===== config.mk =====
export PLATFORM = sky130hd
export DESIGN_NAME = alu_writeback
export DESIGN_NICKNAME = d
export VERILOG_FILES = /design/src/rtl/alu_wb_pkg.sv /design/src/rtl/alu_writeback_cond_eval.sv /design/src/rtl/alu_writeback.sv
export SDC_FILE = /design/constraint.sdc
export NUM_CORES = 1
export LEC_CHECK = 0
export BUFFER_PORTS_ARGS = -buffer_cell sky130_fd_sc_hd__buf_2
export CORE_MARGIN = 3
export CORE_UTILIZATION = 55
export DETAILED_ROUTE_END_ITERATION = 16
export GPL_ROUTABILITY_DRIVEN = 0
export PLACE_DENSITY = 0.88
export RECOVER_POWER = 25
export SYNTH_ARGS = -nofsm -noshare
export SYNTH_HDL_FRONTEND = slang
export SYNTH_SLANG_ARGS = --single-unit

===== constraint.sdc =====
create_clock -name clk -period 19.8 [get_ports clk]
set_input_delay 1.98 -clock clk [delete_from_list [all_inputs] [get_ports clk]]
set_output_delay 1.98 -clock clk [all_outputs]
set_load 0.1 [all_outputs]

===== src/rtl/alu_wb_pkg.sv =====
// rtl/alu_wb_pkg.sv - shared opcode, condition and field definitions for alu_writeback
package alu_wb_pkg;

    localparam logic [3:0] OP_ADD = 4'd0;
    localparam logic [3:0] OP_SUB = 4'd1;
    localparam logic [3:0] OP_MUL = 4'd2;
    localparam logic [3:0] OP_AND = 4'd3;
    localparam logic [3:0] OP_ORR = 4'd4;
    localparam logic [3:0] OP_EOR = 4'd5;
    localparam logic [3:0] OP_CMP = 4'd6;
    localparam logic [3:0] OP_MOV = 4'd7;
    localparam logic [3:0] OP_MVN = 4'd8;

    localparam logic [3:0] COND_EQ = 4'd0;
    localparam logic [3:0] COND_NE = 4'd1;
    localparam logic [3:0] COND_CS = 4'd2;
    localparam logic [3:0] COND_CC = 4'd3;
    localparam logic [3:0] COND_MI = 4'd4;
    localparam logic [3:0] COND_PL = 4'd5;
    localparam logic [3:0] COND_VS = 4'd6;
    localparam logic [3:0] COND_VC = 4'd7;
    localparam logic [3:0] COND_HI = 4'd8;
    localparam logic [3:0] COND_LS = 4'd9;
    localparam logic [3:0] COND_GE = 4'd10;
    localparam logic [3:0] COND_LT = 4'd11;
    localparam logic [3:0] COND_GT = 4'd12;
    localparam logic [3:0] COND_LE = 4'd13;
    localparam logic [3:0] COND_AL = 4'd14;
    localparam logic [3:0] COND_NV = 4'd15;

    localparam int COND_MSB = 31;
    localparam int COND_LSB = 28;
    localparam int OP_MSB   = 27;
    localparam int OP_LSB   = 24;
    localparam int S_BIT    = 23;
    localparam int RD_MSB   = 22;
    localparam int RD_LSB   = 19;

    typedef struct packed {
        logic n;
        logic z;
        logic c;
        logic v;
    } cpsr_t;

    function automatic logic op_writes_rd(input logic [3:0] op);
        return op inside {OP_ADD, OP_SUB, OP_MUL, OP_AND, OP_ORR, OP_EOR, OP_MOV, OP_MVN};
    endfunction

endpackage


===== src/rtl/alu_writeback_cond_eval.sv =====
// rtl/alu_writeback_cond_eval.sv - ARM condition-code check against the stored flags
module cond_eval
    import alu_wb_pkg::*;
(
    input  logic [3:0] cond,
    input  logic [3:0] cpsr,
    output logic       pass
);

    cpsr_t f;
    assign f = cpsr;

    always_comb begin
        pass = 1'b0;
        case (cond)
            COND_EQ: pass = f.z;
            COND_NE: pass = !f.z;
            COND_CS: pass = f.c;
            COND_CC: pass = !f.c;
            COND_MI: pass = f.n;
            COND_PL: pass = !f.n;
            COND_VS: pass = f.v;
            COND_VC: pass = !f.v;
            COND_HI: pass = f.c && !f.z;
            COND_LS: pass = !f.c || f.z;
            COND_GE: pass = (f.n == f.v);
            COND_LT: pass = (f.n != f.v);
            COND_GT: pass = !f.z && (f.n == f.v);
            COND_LE: pass = f.z || (f.n != f.v);
            COND_AL: pass = 1'b1;
            COND_NV: pass = 1'b0;
            default: pass = 1'b0;
        endcase
    end

endmodule


===== src/rtl/alu_writeback.sv =====
// rtl/alu_writeback.sv - capture/commit stage: register file, CPSR, retire/skip counters
// Optional ALU_WB_BYPASS_EN forwards the committing result onto the read ports.
module alu_writeback
    import alu_wb_pkg::*;
#(
    parameter int          CNT_W  = 16,
    parameter logic [31:0] RF_RST = 32'h0000_0000
) (
    input  logic             clk,
    input  logic             rst,
    input  logic             in_valid,
    output logic             in_ready,
    input  logic [31:0]      instr,
    input  logic [31:0]      result,
    input  logic             flag_n,
    input  logic             flag_z,
    input  logic             flag_c,
    input  logic             flag_v,
    input  logic             flush,
    input  logic [3:0]       raddr_a,
    input  logic [3:0]       raddr_b,
    output logic [31:0]      rdata_a,
    output logic [31:0]      rdata_b,
    output logic [3:0]       cpsr,
    output logic [CNT_W-1:0] retire_cnt,
    output logic [CNT_W-1:0] skip_cnt
);

    logic [31:0] rf [16];
    logic        pend_valid;
    logic [3:0]  pend_cond;
    logic [3:0]  pend_op;
    logic        pend_s;
    logic [3:0]  pend_rd;
    logic [31:0] pend_result;
    cpsr_t       pend_flags;
    cpsr_t       cpsr_q;

    logic accept;
    logic cond_pass;
    logic commit;
    logic do_write;
    logic do_flags;
    logic unused_instr;

    assign unused_instr = ^instr[RD_LSB-1:0];

    assign in_ready = !flush;
    assign accept   = in_valid && in_ready;
    assign cpsr     = cpsr_q;

    cond_eval u_cond_eval (
        .cond (pend_cond),
        .cpsr (cpsr_q),
        .pass (cond_pass)
    );

    // A flush in the commit cycle kills the pending op before it touches any state.
    assign commit   = pend_valid && !flush;
    assign do_write = commit && cond_pass && op_writes_rd(pend_op);
    assign do_flags = commit && cond_pass &&
                      ((pend_op == OP_CMP) || (pend_s && op_writes_rd(pend_op)));

    always_ff @(posedge clk or posedge rst) begin
        if (rst) begin
            pend_valid  <= 1'b0;
            pend_cond   <= '0;
            pend_op     <= '0;
            pend_s      <= 1'b0;
            pend_rd     <= '0;
            pend_result <= '0;
            pend_flags  <= '0;
        end else begin
            pend_valid <= accept;
            if (accept) begin
                pend_cond   <= instr[COND_MSB:COND_LSB];
                pend_op     <= instr[OP_MSB:OP_LSB];
                pend_s      <= instr[S_BIT];
                pend_rd     <= instr[RD_MSB:RD_LSB];
                pend_result <= result;
                pend_flags  <= '{n: flag_n, z: flag_z, c: flag_c, v: flag_v};
            end
        end
    end

    always_ff @(posedge clk or posedge rst) begin
        if (rst) begin
            for (int i = 0; i < 16; i++) begin
                rf[i] <= RF_RST;
            end
            cpsr_q     <= '0;
            retire_cnt <= '0;
            skip_cnt   <= '0;
        end else begin
            if (do_write) begin
                rf[pend_rd] <= pend_result;
            end
            if (do_flags) begin
                cpsr_q <= pend_flags;
            end
            if (commit) begin
                if (cond_pass) begin
                    retire_cnt <= retire_cnt + 1'b1;
                end else begin
                    skip_cnt <= skip_cnt + 1'b1;
                end
            end
        end
    end

`ifdef ALU_WB_BYPASS_EN
    always_comb begin
        rdata_a = rf[raddr_a];
        rdata_b = rf[raddr_b];
        if (do_write && (raddr_a == pend_rd)) begin
            rdata_a = pend_result;
        end
        if (do_write && (raddr_b == pend_rd)) begin
            rdata_b = pend_result;
        end
    end
`else
    assign rdata_a = rf[raddr_a];
    assign rdata_b = rf[raddr_b];
`endif

endmodule

# --- Word level (Yosys, flattened, before mapping) ---
# Index checks and enable logic that the tools add are counted.
totals:
  register_bits: 598
  inputBits: 80
  output_inout_bits: 101
  word_cells: 99
op_classes:
  addsub: 2
  magnitude_cmp: 4
  n_eq_ne: 25
  mux: 10
  bitwise_logic: 4
  reduce_logical: 22
ops:
  columns: ["cell", "n"]
  rows:
  - ["512-bit bitwise mux", 1]
  - ["32-bit binary-select mux with 4-bit select", 2]
  - ["32-bit 2-to-1 mux", 5]
  - ["32-bit demux with 4-bit select", 1]
  - ["4-bit == test, second input constant", 9]
  - ["16-bit by 1-bit adder with 16-bit output, second input constant", 2]
  - ["4-bit by 3-bit == test with 1-bit output, second input constant", 8]
  - ["4-bit by 2-bit == test with 1-bit output, second input constant", 4]
  - ["1-bit case mux with 16 select lines", 1]
  - ["5-bit greater-or-equal comparator, second input constant", 3]
  - ["4-bit inverter with 5-bit output", 3]
  - ["1-bit logical AND", 9]
  - ["4-bit by 1-bit == test with 1-bit output, second input constant", 2]
  - ["4-bit logical NOT", 2]
  - ["8-bit nonzero test", 1]
  - ["1-bit logical NOT", 5]
  - ["5-bit by 1-bit < comparator with 1-bit output, second input constant", 1]
  - ["2-bit AND reduction", 2]
  - ["1-bit logical OR", 3]
  - ["1-bit == test", 1]
  - ["1-bit != test", 1]
  - ["1-bit inverter", 1]

# --- Depth between registers and ports, before layout ---
depth:
  ltp_word: 6
  mapped_depth: 10
  ltp_nobuf: 6

# --- Modules after synthesis ---
# From an unflattened synthesis, not the netlist that was laid out.
hier_totals:
  cells_unflattened: 1956
  area_unflattened_um2: 31146.1
modules_own_cells:
  columns: ["module", "n_inst", "cells_each", "area_per_inst_um2", "seq_area_each_um2"]
  rows:
  - ["alu_writeback", 1, 1933, 30991.0, 14964.4]
  - ["cond_eval", 1, 23, 155.1, 0.0]

# --- Least setup slack after synthesis ---
# No wires, ideal clock.
synth_path:
  path_type: "input to output"
  start: "in raddr_a[1]"
  end: "out rdata_a[10]"
  arrival_ns: 4.287
  t_required_ns: 17.820
  path_slack_ns: 13.533
  stages: 4
  path_buffers: 2
  cell_sequence: "clkbuf_1 buf_1 mux4_2 mux4_2"
synth_via:
  elab_chain_cells: 4
synth_lines:
  columns: ["item", "line_no", "text"]
  rows:
  - ["from (decl)", "alu_writeback.sv:20", "input logic [3:0] raddr_a,"]
  - ["4-bit inverter with 5-bit output (implied by the code)", "alu_writeback.sv:123", "assign rdata_a = rf[raddr_a];"]
  - ["32-bit binary-select mux with 4-bit select", "alu_writeback.sv:123", null]
  - ["32-bit 2-to-1 mux (implied by the code) (2 in a row)", "alu_writeback.sv:123", null]
  - ["to (decl)", "alu_writeback.sv:22", "output logic [31:0] rdata_a,"]
# No other way between the ends. The select of a mux whose other input is x is not followed.

# --- Worst setup path after layout ---
layout_path:
  start: "in raddr_a[1]"
  end: "out rdata_a[11]"
# The elaborated chain is that of the path after synthesis.

==> results_dict.tcl <==
set metrics [dict create \
    maxCapViolations 3 \
    fp.dieW_um 243 \
    postCtsHoldBufs 0 \
    synth_common_cells "598 x dfrtp_1, 320 x mux4_2, 311 x mux2_1, 255 x mux2_2, 61 x buf_1" \
    die_area_um2 58900 \
    dp.cells 2602 \
    setup_slack_ns 12.47 \
    via_count 18190 \
    hold_depth 1 \
    end_kind "output pin" \
    cts_made_buffers 58 \
    wl_um 75700 \
    htree_levels 2 \
    postRouteAntennaNets 0 \
    p_per_area_nw_per_um2 109 \
    synth_nets 1905 \
    drv_slew 170 \
    die_y_um 243 \
    synth_edf_count 0 \
    cp_max_fo 46 \
    synth_cell_type_count 44 \
    routed.top_layer "met5" \
    rrSetupSlack_ns 15.80 \
    drtIter0Drc 1633 \
    synthCells 1823 \
    port_buffers 161 \
    peakVddDrop_v 0.000114 \
    dp_hpwl_um 43400 \
    finalNetCount 1996 \
    grt_overflow 0 \
    fin_crit_ns 7.33 \
    cts_tree "yes" \
    grt.total_usage_pct 26.4 \
    pin_count 181 \
    yosys.area.top_type_share_pct 48.6 \
    cts-root-buf "clkbuf_16" \
    status "finished with violations" \
    max-clock-path-buffers 3 \
    ys.flop_type "dfrtp_1" \
    fp-row-count 86 \
    coreArea_um2 55300 \
    dp_worst_setup_slack_ns 12.48 \
    remaining_drc_errors 0 \
    cts_setup_buffers 0 \
    drt_first_pass_iters 5 \
    synth.largest_area_cell "dfrtp_1" \
    yosysMostFrequentCell "dfrtp_1" \
    violations "max-capacitance violations, max-slew violations" \
    fin_skew_ns 0.0192 \
    antenna_found_initial 2 \
    wl_met3_um 4710 \
    synth_warnings 0 \
    cts_resized 0 \
    start_util_pct 55.7 \
    yosysSeqAreaShare_pct 48.6 \
    wl_per_cell_um 27.9 \
    arrival_ns 5.35 \
    r2r_cells 7 \
    grt_start_max_net_pins 167 \
    final_cells 2713 \
    syn_to_final_growth_pct 10.9 \
    fmax_ghz 0.136 \
    tightestPinTransition_ns 4.63 \
    fin_util_pct 61.8 \
    cts.sinks 598 \
    wl_met1_um 29700 \
    ys_async_sr_fraction_pct 100 \
    leakagePower_nw 15.8 \
    crit_required_ns 17.82 \
    via_per_inst 6.70 \
    setup_viol 0 \
    path_clk_slew_ns 0.07 \
    drive_gt1_share_pct 45.6 \
    whs_ns 0.469 \
    ys_ff_latch 598 \
    startpoint_type "input pin" \
    grt_pass1_wl_um 120000 \
    hp-class "reg2reg" \
    crit_type "in2out" \
    synth_area_um2 30800 \
    worstSkewPairLatency_ns 0.64 \
    avgSynthCellArea_um2 16.9 \
    slew-limit-headroom_pct -210 \
    yosys-top-cells-area "dfrtp_1 49%, mux4_2 23%, mux2_1 11%" \
    finalCritPeriodShare_pct 37.0 \
    rsz0062_at_grt "false" \
    tns_ns 0 \
    finalHoldViolCount 0 \
    grt_pass1_vias 19783 \
    met2_length_um 38500 \
]
[per-stage QoR]
stage / instance area, um^2 / power, mW
after floorplan: 30800 / 2.28
after global placement: 32000 / 2.42
after detailed placement: 32000 / 2.48
after CTS: 34200 / 3.72
after global routing: 34200 / 3.85
final: 34200 / 3.71
[state kept, by name, summed over array words and instances (netlist names)]
signal and cells:
cpsr 4, rf 512, pend_flags 4, retire_cnt 16, pend_result 32, pend_cond 4
pend_op 4, skip_cnt 16, pend_valid 1, pend_s 1, pend_rd 4
[layout by cell type, fill, tap and decap left out, types with 2 or more instances in the layout]
master       n
or4_1        2
clkbuf_8    20
mux2_1     311
nand3b_1     4
buf_2      155
buf_4       36
xor2_1       2
mux4_2     320
nand2_1     17
a211oi_4    12
nor2b_1      3
clkbuf_1     9
bufinv_16   11
mux2_2     255
o22ai_1      2
nor2_1       5
and3_1      10
buf_6        2
clkbuf_16   59
clkinv_8     2
nor3_1       8
clkinv_4     2
inv_1        6
o21ai_0      4
nor4bb_1     2
or3_1        2
nand3_1     22
nand2b_1     2
a2111oi_4    4
nand4_1     13
and4_1       2
a21oi_1      2
xnor2_1     30
ha_1         2
dfrtp_1    598
clkinv_2    10
[cells by family (layout without fill, tap and decap cells)]
kind of cell	after synthesis	count (layout)	synth area share (%)
multiplexers	887	887	44.1
flip-flops	598	598	48.6
buffers and inverters	175	316	3.06
AND/OR/NAND/NOR	97	97	1.75
AO/OA/AOI/OAI	32	32	1.51
XOR/XNOR	32	32	0.910
adder cells (fa/ha/maj)	2	2	0.0812
other	0	1	0
[metal layers]
layer	vias to the layer above	global-route usage, %
met2	709	44.4
li1	7333	-
met4	2	10.2
met3	180	4.75
met1	9966	34.8
met5	-	0
[final timing paths]
path	start	to
hold / removal	retire_cnt[15]$_DFFE_PP0P_	retire_cnt[15]$_DFFE_PP0P_
max in group asynchronous	rst	rf[485]$_DFFE_PP0P_
setup reg to reg	pend_valid$_DFF_PP0_	rf[97]$_DFFE_PP0P_
min in group asynchronous	rst	rf[55]$_DFFE_PP0P_
setup / recovery	raddr_a[1]	rdata_a[11]
hold reg to reg	retire_cnt[15]$_DFFE_PP0P_	retire_cnt[15]$_DFFE_PP0P_
[final cells by class]
| type | count | area [um^2] |
|---|---|---|
| Clock inverter | 27 | 447 |
| Sequential cell | 598 | 15000 |
| Antenna cell | 1 | 2.50 |
| Fill cell | 3887 | 21100 |
| Inverter | 7 | 27.5 |
| Multi-Input combinational cell | 1050 | 14900 |
| Clock buffer | 83 | 1750 |
| Tap cell | 748 | 936 |
| Timing Repair Buffer | 199 | 1130 |
[power by group]
group	total [mW]	switching, mW	internal [mW]
sequential	1.61	0.195	1.42
clock	1.25	0.490	0.758
combinational	0.850	0.495	0.356
total	3.71	1.18	2.53
[worst max-delay path, cell delays in order]
cell	delay (ns)
buf_6	0.43
buf_4	0.69
buf_4	0.68
mux4_2	0.60
mux4_2	0.53
buf_2	0.33
Power figures use the tool's default switching activity.
